[config.mk]
export PLATFORM = sky130hd
export DESIGN_NAME = comp_double256
export DESIGN_NICKNAME = d
export VERILOG_FILES = /design/src/rtl/comp_double256_pkg.sv /design/src/rtl/comp_double256_popcount_tree.sv /design/src/rtl/comp_double256.sv
export SDC_FILE = /design/constraint.sdc
export NUM_CORES = 1
export LEC_CHECK = 0
export BUFFER_PORTS_ARGS = -buffer_cell sky130_fd_sc_hd__buf_2
export CORE_AREA = 5 5 199 201
export DETAILED_ROUTE_END_ITERATION = 8
export DIE_AREA = 0 0 204 206
export HOLD_SLACK_MARGIN = 0.06
export MAX_ROUTING_LAYER = met4
export PLACE_DENSITY_LB_ADDON = 0.2
export SYNTH_ARGS = -nofsm -noshare
export SYNTH_HDL_FRONTEND = slang
export SYNTH_HIERARCHICAL = 1
export SYNTH_SLANG_ARGS = --single-unit
[constraint.sdc]
create_clock -name clk -period 0.8 [get_ports clk]
set_input_delay 0 -clock clk [delete_from_list [all_inputs] [get_ports clk]]
set_output_delay 0 -clock clk [all_outputs]
set_load 0.01 [all_outputs]
[src/rtl/comp_double256_pkg.sv]
// Shared widths and the sum-width helper for the two-column weighted compressor.
package comp_double256_pkg;

  localparam int N_BITS = 256;
  localparam int OUT_W  = 10;

  // Bits needed to hold a count from 0 up to and including n.
  function automatic int sum_width(input int n);
    return $clog2(n + 1);
  endfunction

endpackage : comp_double256_pkg

[src/rtl/comp_double256_popcount_tree.sv]
// Combinational population counter. It is built as a balanced binary tree of
// pairwise adders. Each tree level lives in its own generate block. Every node
// carries the full result width, so no carry can be dropped at any level. Leaves
// past WIDTH are tied to zero so that the tree can be padded to a power of two.
module comp_double256_popcount_tree
  import comp_double256_pkg::*;
#(
  parameter int WIDTH = 256
) (
  input  logic [WIDTH-1:0]            i_bits,
  output logic [sum_width(WIDTH)-1:0] o_count
);

  localparam int SW     = sum_width(WIDTH);
  localparam int LEVELS = (WIDTH > 1) ? $clog2(WIDTH) : 0;
  localparam int LEAVES = 1 << LEVELS;

  genvar gi, gj;
  generate
    for (gi = 0; gi <= LEVELS; gi++) begin : g_lvl
      logic [SW-1:0] w_node [LEAVES >> gi];
      if (gi == 0) begin : g_leaf
        // Level 0: each input bit is zero-extended to the full count width.
        for (gj = 0; gj < LEAVES; gj++) begin : g_bit
          if (gj < WIDTH) begin : g_real
            assign w_node[gj] = SW'(i_bits[gj]);
          end else begin : g_pad
            assign w_node[gj] = '0;
          end
        end
      end else begin : g_add
        // Each node is the sum of two neighbouring nodes from the previous level.
        for (gj = 0; gj < (LEAVES >> gi); gj++) begin : g_pair
          assign w_node[gj] = g_lvl[gi-1].w_node[2*gj] + g_lvl[gi-1].w_node[2*gj+1];
        end
      end
    end
  endgenerate

  assign o_count = g_lvl[LEVELS].w_node[0];

endmodule : comp_double256_popcount_tree

[src/rtl/comp_double256.sv]
// Two-column weighted compressor. It computes
// comp_out = popcount(in_col0) + 2*popcount(in_col1).
// The result is registered once: one cycle of latency and one new vector per cycle.
module comp_double256
  import comp_double256_pkg::*;
(
  input  logic              clk,
  input  logic              rst_n,
  input  logic [N_BITS-1:0] in_col0,
  input  logic [N_BITS-1:0] in_col1,
  output logic [OUT_W-1:0]  comp_out
);

  localparam int CW = sum_width(N_BITS);

  logic [CW-1:0]    w_cnt0;
  logic [CW-1:0]    w_cnt1;
  logic [OUT_W-1:0] w_sum;
  logic [OUT_W-1:0] r_comp_out;

  comp_double256_popcount_tree #(.WIDTH(N_BITS)) u_tree_col0 (
    .i_bits  (in_col0),
    .o_count (w_cnt0)
  );

  comp_double256_popcount_tree #(.WIDTH(N_BITS)) u_tree_col1 (
    .i_bits  (in_col1),
    .o_count (w_cnt1)
  );

  // Column 1 carries weight 2. Both counts are widened before the shift and the add,
  // so the maximum of 768 fits without truncation.
  assign w_sum = OUT_W'(w_cnt0) + (OUT_W'(w_cnt1) << 1);

  // Output register. Reset clears it at once and discards any result in flight.
  always_ff @(posedge clk or negedge rst_n) begin
    if (!rst_n) begin
      r_comp_out <= '0;
    end else begin
      r_comp_out <= w_sum;
    end
  end

  assign comp_out = r_comp_out;

endmodule : comp_double256

# ---- After elaboration in Yosys (flattened, before gate mapping)
# Index checks and enable logic that the tools add are counted.
dict set report totals {
  word_cells 512
  out_inout_bits 10
  inputBits 514
  ff_bits 10
}
dict set report op_classes {
  add_sub_neg 511
}
# cell count
set ops {}
lappend ops {{adder 9 bit} 254}
lappend ops {{adder 1 x 1 -> 2 bit} 256}
lappend ops {{adder 9 x 10 -> 10 bit} 1}

# ---- Longest topological paths before layout
# Gate-level depths: netlist of the first run.
dict set report depth {
  ltp_word 9
  depth_mapped 32
  ltp_nobuf 32
}

# ---- Hierarchy
# Netlist of the first run, hierarchy kept.
# mod cells_per_inst instances area_per_inst_um2 seq_area_each_um2
set by_module_without_submodules {}
lappend by_module_without_submodules {{comp_double256_popcount_tree (u_tree_col0)} 731 1 7106.8 0.0}
lappend by_module_without_submodules {{comp_double256_popcount_tree (u_tree_col1)} 725 1 7073.0 0.0}
lappend by_module_without_submodules {comp_double256 50 1 585.6 250.2}

# ---- Worst setup path after synthesis of the first run
# No wires, ideal clock.
dict set report synth_path {
  path_type {input-to-reg}
  from {input in_col0[35]}
  to {register r_comp_out[8] (netlist: comp_out[8])}
  t_required_ns 0.674
  stages 27
  slack_ns -7.017
  path_buffers 0
  arrival_ns 7.691
  cell_sequence {inv_1 -> fa_1 -> inv_1 -> fa_1 -> fa_1 -> inv_1 -> fa_1 -> inv_1 -> fa_1 -> fa_1 -> fa_1 -> fa_1 -> fa_1 -> fa_1 -> inv_1 -> fa_1 -> fa_1 -> nor2b_4 -> o21ai_2 -> a21boi_2 -> o31a_1 -> a21oi_2 -> ha_1 -> a21oi_1 -> nand2_1 -> a221oi_1 -> nand2_1}
}
dict set report synth_via {
  elab_chain_len 9
}
# element line
set synth_lines {}
lappend synth_lines {{from (decl)} comp_double256.sv:9} ;# input logic [N_BITS-1:0] in_col0,
lappend synth_lines {{adder 1 x 1 -> 2 bit} comp_double256_popcount_tree.sv:34} ;# assign w_node[gj] = g_lvl[gi-1].w_node[2*gj] + g_lvl[gi-1].w_node[2*gj+1];
lappend synth_lines {{adder 9 bit (7 in series)} comp_double256_popcount_tree.sv:34}
lappend synth_lines {{net w_cnt0[6]} comp_double256.sv:16} ;# logic [CW-1:0] w_cnt0;
lappend synth_lines {{adder 9 x 10 -> 10 bit} comp_double256.sv:33} ;# assign w_sum = OUT_W'(w_cnt0) + (OUT_W'(w_cnt1) << 1);
lappend synth_lines {{net w_sum[8]} comp_double256.sv:18} ;# logic [OUT_W-1:0] w_sum;
lappend synth_lines {{to (signal assigned)} comp_double256.sv:40} ;# r_comp_out <= w_sum;
lappend synth_lines {{to (decl)} comp_double256.sv:19} ;# logic [OUT_W-1:0] r_comp_out;
# The timed path passes the listed nets, and every way through them passes these cells.

# ---- Final worst setup path of the first run
dict set report layout_path {
  from {input in_col0[37]}
  to {register r_comp_out[8] (netlist: comp_out[8])}
}
# Same word-level chain as after synthesis.

==> results of run 1 <==
==> metrics by stage <==
stage | worst slack [ns] | TNS (ns)
after CTS | -7.04 | -65.79
after global routing | -7.43 | -68.93
after global placement | -7.33 | -68.74
after detailed placement | -7.38 | -69.18
final | -7.12 | -66.49
after floorplan | -6.79 | -63.02
==> cell usage in the layout, fill, tap and decap left out, drive strengths merged, types with 4 or more instances in the layout <==
cell    count
inv       840
buf       565
fa        485
ha         84
a21oi      13
nor2       11
xnor2      11
diode      10
dfrtp      10
nand2       6
o21ai       6
o21a        5
nor3        4
a21boi      4
nor2b       4
==> synth_stat cells (3+ instances only) <==
cell type,count
dfrtp_1,10
o21a_1,5
a21oi_1,10
nand2_1,6
ha_1,84
inv_1,840
nor2_1,11
a21o_1,3
fa_1,485
xnor2_1,11
xor2_1,3
nor3_1,4
a21boi_2,3
a21oi_2,3
==> kinds of logic after synthesis <==
family | synth area share, %
adders and majority gates | 72.9
DFF | 1.69
AOI/OAI and AO/OA | 1.98
and+or+nand+nor | 1.19
muxes | 0.0678
buffers and inverters | 21.4
xor gates and xnor gates | 0.830
==> metal layers <==
metal | track usage [%] | routed length [um]
met1 | 22.4 | 14300
met3 | 2.21 | 1860
met4 | 1.32 | 176
met2 | 35.6 | 21000
met5 | - | 0
==> worst paths after layout <==
check                                        end  depth (start not counted)   startpoint  slack, ns
max in group asynchronous  comp_out[2]$_DFF_PN0_                          2        rst_n       0.42
min in group asynchronous  comp_out[7]$_DFF_PN0_                          2        rst_n       0.18
worst max-delay path       comp_out[8]$_DFF_PN0_                         29  in_col0[37]      -7.12
worst min-delay path       comp_out[0]$_DFF_PN0_                          2   in_col0[2]       0.04
==> final cells by class <==
| cell class | instances | area (sq um) | share of cell area (%) |
|---|---|---|---|
| Clock buffer | 3 | 75.1 | 0.401 |
| Inverter | 840 | 3160 | 16.9 |
| Antenna cell | 10 | 25.0 | 0.134 |
| Multi-Input combinational cell | 656 | 11600 | 61.9 |
| Sequential cell | 10 | 250 | 1.34 |
| Timing Repair Buffer | 566 | 2980 | 15.9 |
| Tap cell | 511 | 639 | 3.41 |
==> what timing repair did <==
action | in CTS | in global routing
endpoints found under the hold margin | 11 | 1
buffers inserted | 3 | 3
pin swaps | 15 | 27
endpoints found under the setup margin | 10 | 10
resized for setup | 13 | 30
==> impl_metrics.yaml, run 1 <==
sta:
  slew_headroom_pct: 73.5
  rsz0062_at_grt: "yes"
  fmax_mhz: 126
  finalMaxSlewViolations: 0
  hold_ws_ns: 0.0357
  finalHoldViolCount: 0
  worst_pin_slew_ns: 0.394
  fin_ws_ns: -7.12
  setup_viol: 10
  finalCritPeriodShare_pct: 990
  period_needed_ns: 7.92
layout:
  final_cell_count_no_fill: 2596
  largest_reg_flops: 10
  utilization_pct: 50.1
  syn_to_final_growth_pct: 26.9
  drive_above_1_share_pct: 30.3
  design_area_sq_um: 18700
  fillers: 3594
  layout.nets: 3160
floorplan:
  die_height_um: 206
  start_util_pct: 39.5
  ios: 524
  dieArea_sq_um: 42000
  fp.dieW_um: 204
  rows: 71
  core_sq_um: 37400
min_path:
  hold_class: "input port to register"
synth:
  synth_nets: 2589
  synth_warnings: 6
  ys_seq_area_share_pct: 1.69
  synth-seq-cells: 10
  synth-edff-count: 0
  netlist.area_leader.share_pct: 65.8
  synth_cells: 1506
  yosysUniqueCellTypes: 33
  synthFlopType: "dfrtp_1"
  synth_area_leaders: "fa_1, inv_1, ha_1"
  synth_area_sq_um: 14800
  synth_top_area_cell: "fa_1"
  synth-async-reset-ratio_pct: 100
  avgSynthCellArea_sq_um: 9.80
placed_design:
  dp_hpwl_mm: 37.5
  placed_cells: 2577
  place_area_sq_um: 18400
  place_congestion: 0.879
  portBuffers: 523
setup_path:
  cp-start-kind: "input port"
  critPathBufInv: 7
  crit_fanout: 4
  critPathSlowestCell: "fa_2"
  crit_path_end_kind: "register"
  crit_top_cell: "fa_1"
  required_ns: 0.91
  slowest_delay_ns: 0.61
  cp_top_family: "adder cells"
  cp.arrival_ns: 8.03
  critPathKind: "input port to register"
route:
  wl_mm: 37.4
  vias: 10500
  dr.pass1.iters: 4
  routedWlPerCell_um: 14.4
  drc: 0
  drt_iter0_drc: 176
  drtAntennaViolNets: 0
  viasPerCell: 4.03
cts:
  cts_sinks: 10
  root_buffer: "clkbuf_16"
  htree_levels: 1
  cts_buffers: 3
  cts_buffer_depth: 2
  cts.clk_slew.worst_paths_ns: 0.04
  postCtsHoldBufs: 1
  cts_tree: "yes"
outcome:
  status: "finished, violations left"
  violations: "setup timing"
global_route:
  grt_max_degree: 11
  grt_pass1_wl_mm: 60.6
  grt-ovfl-total: 0
  grt_pass1_vias: 12600
  antenna_found_initial: 9
  groute.usage.overall_pct: 18.7
job:
  drv_cap: 0
Power of run 1 is left out: the tool's default activity adds up to more than one toggle a clock period on the data nets, which glitch-free logic cannot reach.
==> run 2: changes to the inputs <==
CTS_BUF_LIST = sky130_fd_sc_hd__clkbuf_8   (was not set)
==> run 2 against run 1 <==
Against the previous run:
- the flow still finishes with violations (setup timing)
- via count is essentially flat
- largest cell class unchanged
- worst hold slack gained 0.0038 ns
- sequential share of layout area is essentially flat
- wire length grew 0.21%
- design area is essentially flat
- non-clock buffer count is the same
- global-route usage is essentially flat
- die area is the same
- fmax grew 0.23%
==> impl_metrics.yaml, run 2 (same netlist as run 1, synthesis figures left out) <==
outcome:
  status: "finished, violations left"
  violations: "setup timing"
cts:
  cts_sinks: 10
  root_buffer: "clkbuf_8"
  htree_levels: 1
  cts_tree: "yes"
  postCtsHoldBufs: 1
  cts_buffer_depth: 2
  cts.clk_slew.worst_paths_ns: 0.05
  cts_buffers: 3
route:
  drtAntennaViolNets: 0
  viasPerCell: 4.03
  dr.pass1.iters: 4
  drc: 0
  vias: 10500
  routedWlPerCell_um: 14.4
  wl_mm: 37.5
  drt_iter0_drc: 156
setup_path:
  slowest_delay_ns: 0.56
  critPathSlowestCell: "fa_1"
  crit_path_end_kind: "register"
  critPathKind: "input port to register"
  cp.arrival_ns: 8.01
  worstSetupStartpoint: "in_col0[57]"
  cp-start-kind: "input port"
  required_ns: 0.91
  crit_fanout: 4
  crit_top_cell: "fa_1"
  crit_path_end: "comp_out[9]$_DFF_PN0_"
placed_design:
  dp_hpwl_mm: 37.5
  portBuffers: 523
  place_congestion: 0.879
  placed_cells: 2577
sta:
  period_needed_ns: 7.90
  finalHoldViolCount: 0
  slew_headroom_pct: 72.8
  finalMaxSlewViolations: 0
  rsz0062_at_grt: "yes"
  worst_pin_slew_ns: 0.406
  fin_ws_ns: -7.10
  fmax_mhz: 127
  finalCritPeriodShare_pct: 987
  setup_viol: 10
global_route:
  grt-ovfl-total: 0
  groute.usage.overall_pct: 18.7
  grt_pass1_vias: 12600
  grt_pass1_wl_mm: 60.6
  antenna_found_initial: 9
  grt_max_degree: 11
job:
  drv_cap: 0
layout:
  syn_to_final_growth_pct: 27.0
  layout_common_cells: "inv_1, buf_2, fa_1"
  fillers: 3590
  layout.nets: 3160
  multi_input_area_sq_um: 11600
  largest_reg_flops: 10
  drive_above_1_share_pct: 31.1
  regArea_sq_um: 250
  final_common_cell: "inv_1"
  utilization_pct: 50.1
  final_cell_count_no_fill: 2596
floorplan:
  rows: 71
  start_util_pct: 39.5
  ios: 524
  dieArea_sq_um: 42000
  die_height_um: 206
  core_sq_um: 37400
  fp.dieW_um: 204
min_path:
  hold_class: "input port to register"
==> run 2: cell counts in the layout (fill, tap and decap cells not counted) <==
No cell type changed its count.
==> run 2: worst min-delay path by stage <==
stage	from	depth (start not counted)	slack, ns	endpoint
floorplan	rst_n	0	-0.30	comp_out[0]$_DFF_PN0_
detailed placement	rst_n	1	-0.12	comp_out[2]$_DFF_PN0_
global placement	rst_n	1	-0.13	comp_out[4]$_DFF_PN0_
finish	in_col0[2]	2	0.04	comp_out[0]$_DFF_PN0_
global route	in_col0[2]	2	0.03	comp_out[0]$_DFF_PN0_
CTS	in_col0[2]	2	0.03	comp_out[0]$_DFF_PN0_
==> run 2: what timing repair did <==
action / 4_1_cts / 5_1_grt
pin swaps: 15 / 37
buffers inserted: 3 / 3
endpoints found under the hold margin: 11 / 1
gates cloned: 0 / 0
endpoints found under the setup margin: 10 / 11
gates resized for setup: 13 / 50
==> run 2: area by class of cell <==
cell class | count | area share [%]
multi-input cells | 656 | 62.1
flip-flops and latches | 10 | 1.33
well taps | 511 | 3.41
diodes | 10 | 0.133
inverters | 840 | 16.9
clock buffers | 3 | 0.220
repair buffers | 566 | 15.9
==> run 2: worst max-delay path, delay by kind of cell <==
family | cells | cell delay [ns]
XOR/XNOR | 1 | 0.15
AO/OA/AOI/OAI | 7 | 0.96
adder cells (fa/ha/maj) | 14 | 6.35
AND/OR/NAND/NOR | 1 | 0.12
buffers and inverters | 8 | 0.44
==> run 2: metal layers <==
metal,part of all wire (%),GRT usage [%],vias to the layer above
met5,0,-,-
met4,0.44,1.32,0
met3,4.8,2.21,14
met2,56,35.5,252
met1,38,22.4,5213
li1,-,-,4977
==> run 2: through the flow <==
step	setup slack [ns]	hold WS (ns)	setup TNS [ns]	area (sq um)
detailed placement	-7.38	-0.118	-69.18	18400
global route	-7.38	0.0332	-68.55	18700
floorplan	-6.79	-0.296	-63.02	14900
CTS	-7.04	0.0324	-65.80	18600
global placement	-7.33	-0.129	-68.74	18400
finish	-7.10	0.0396	-65.90	18800
Power of run 2 is left out for the same reason.
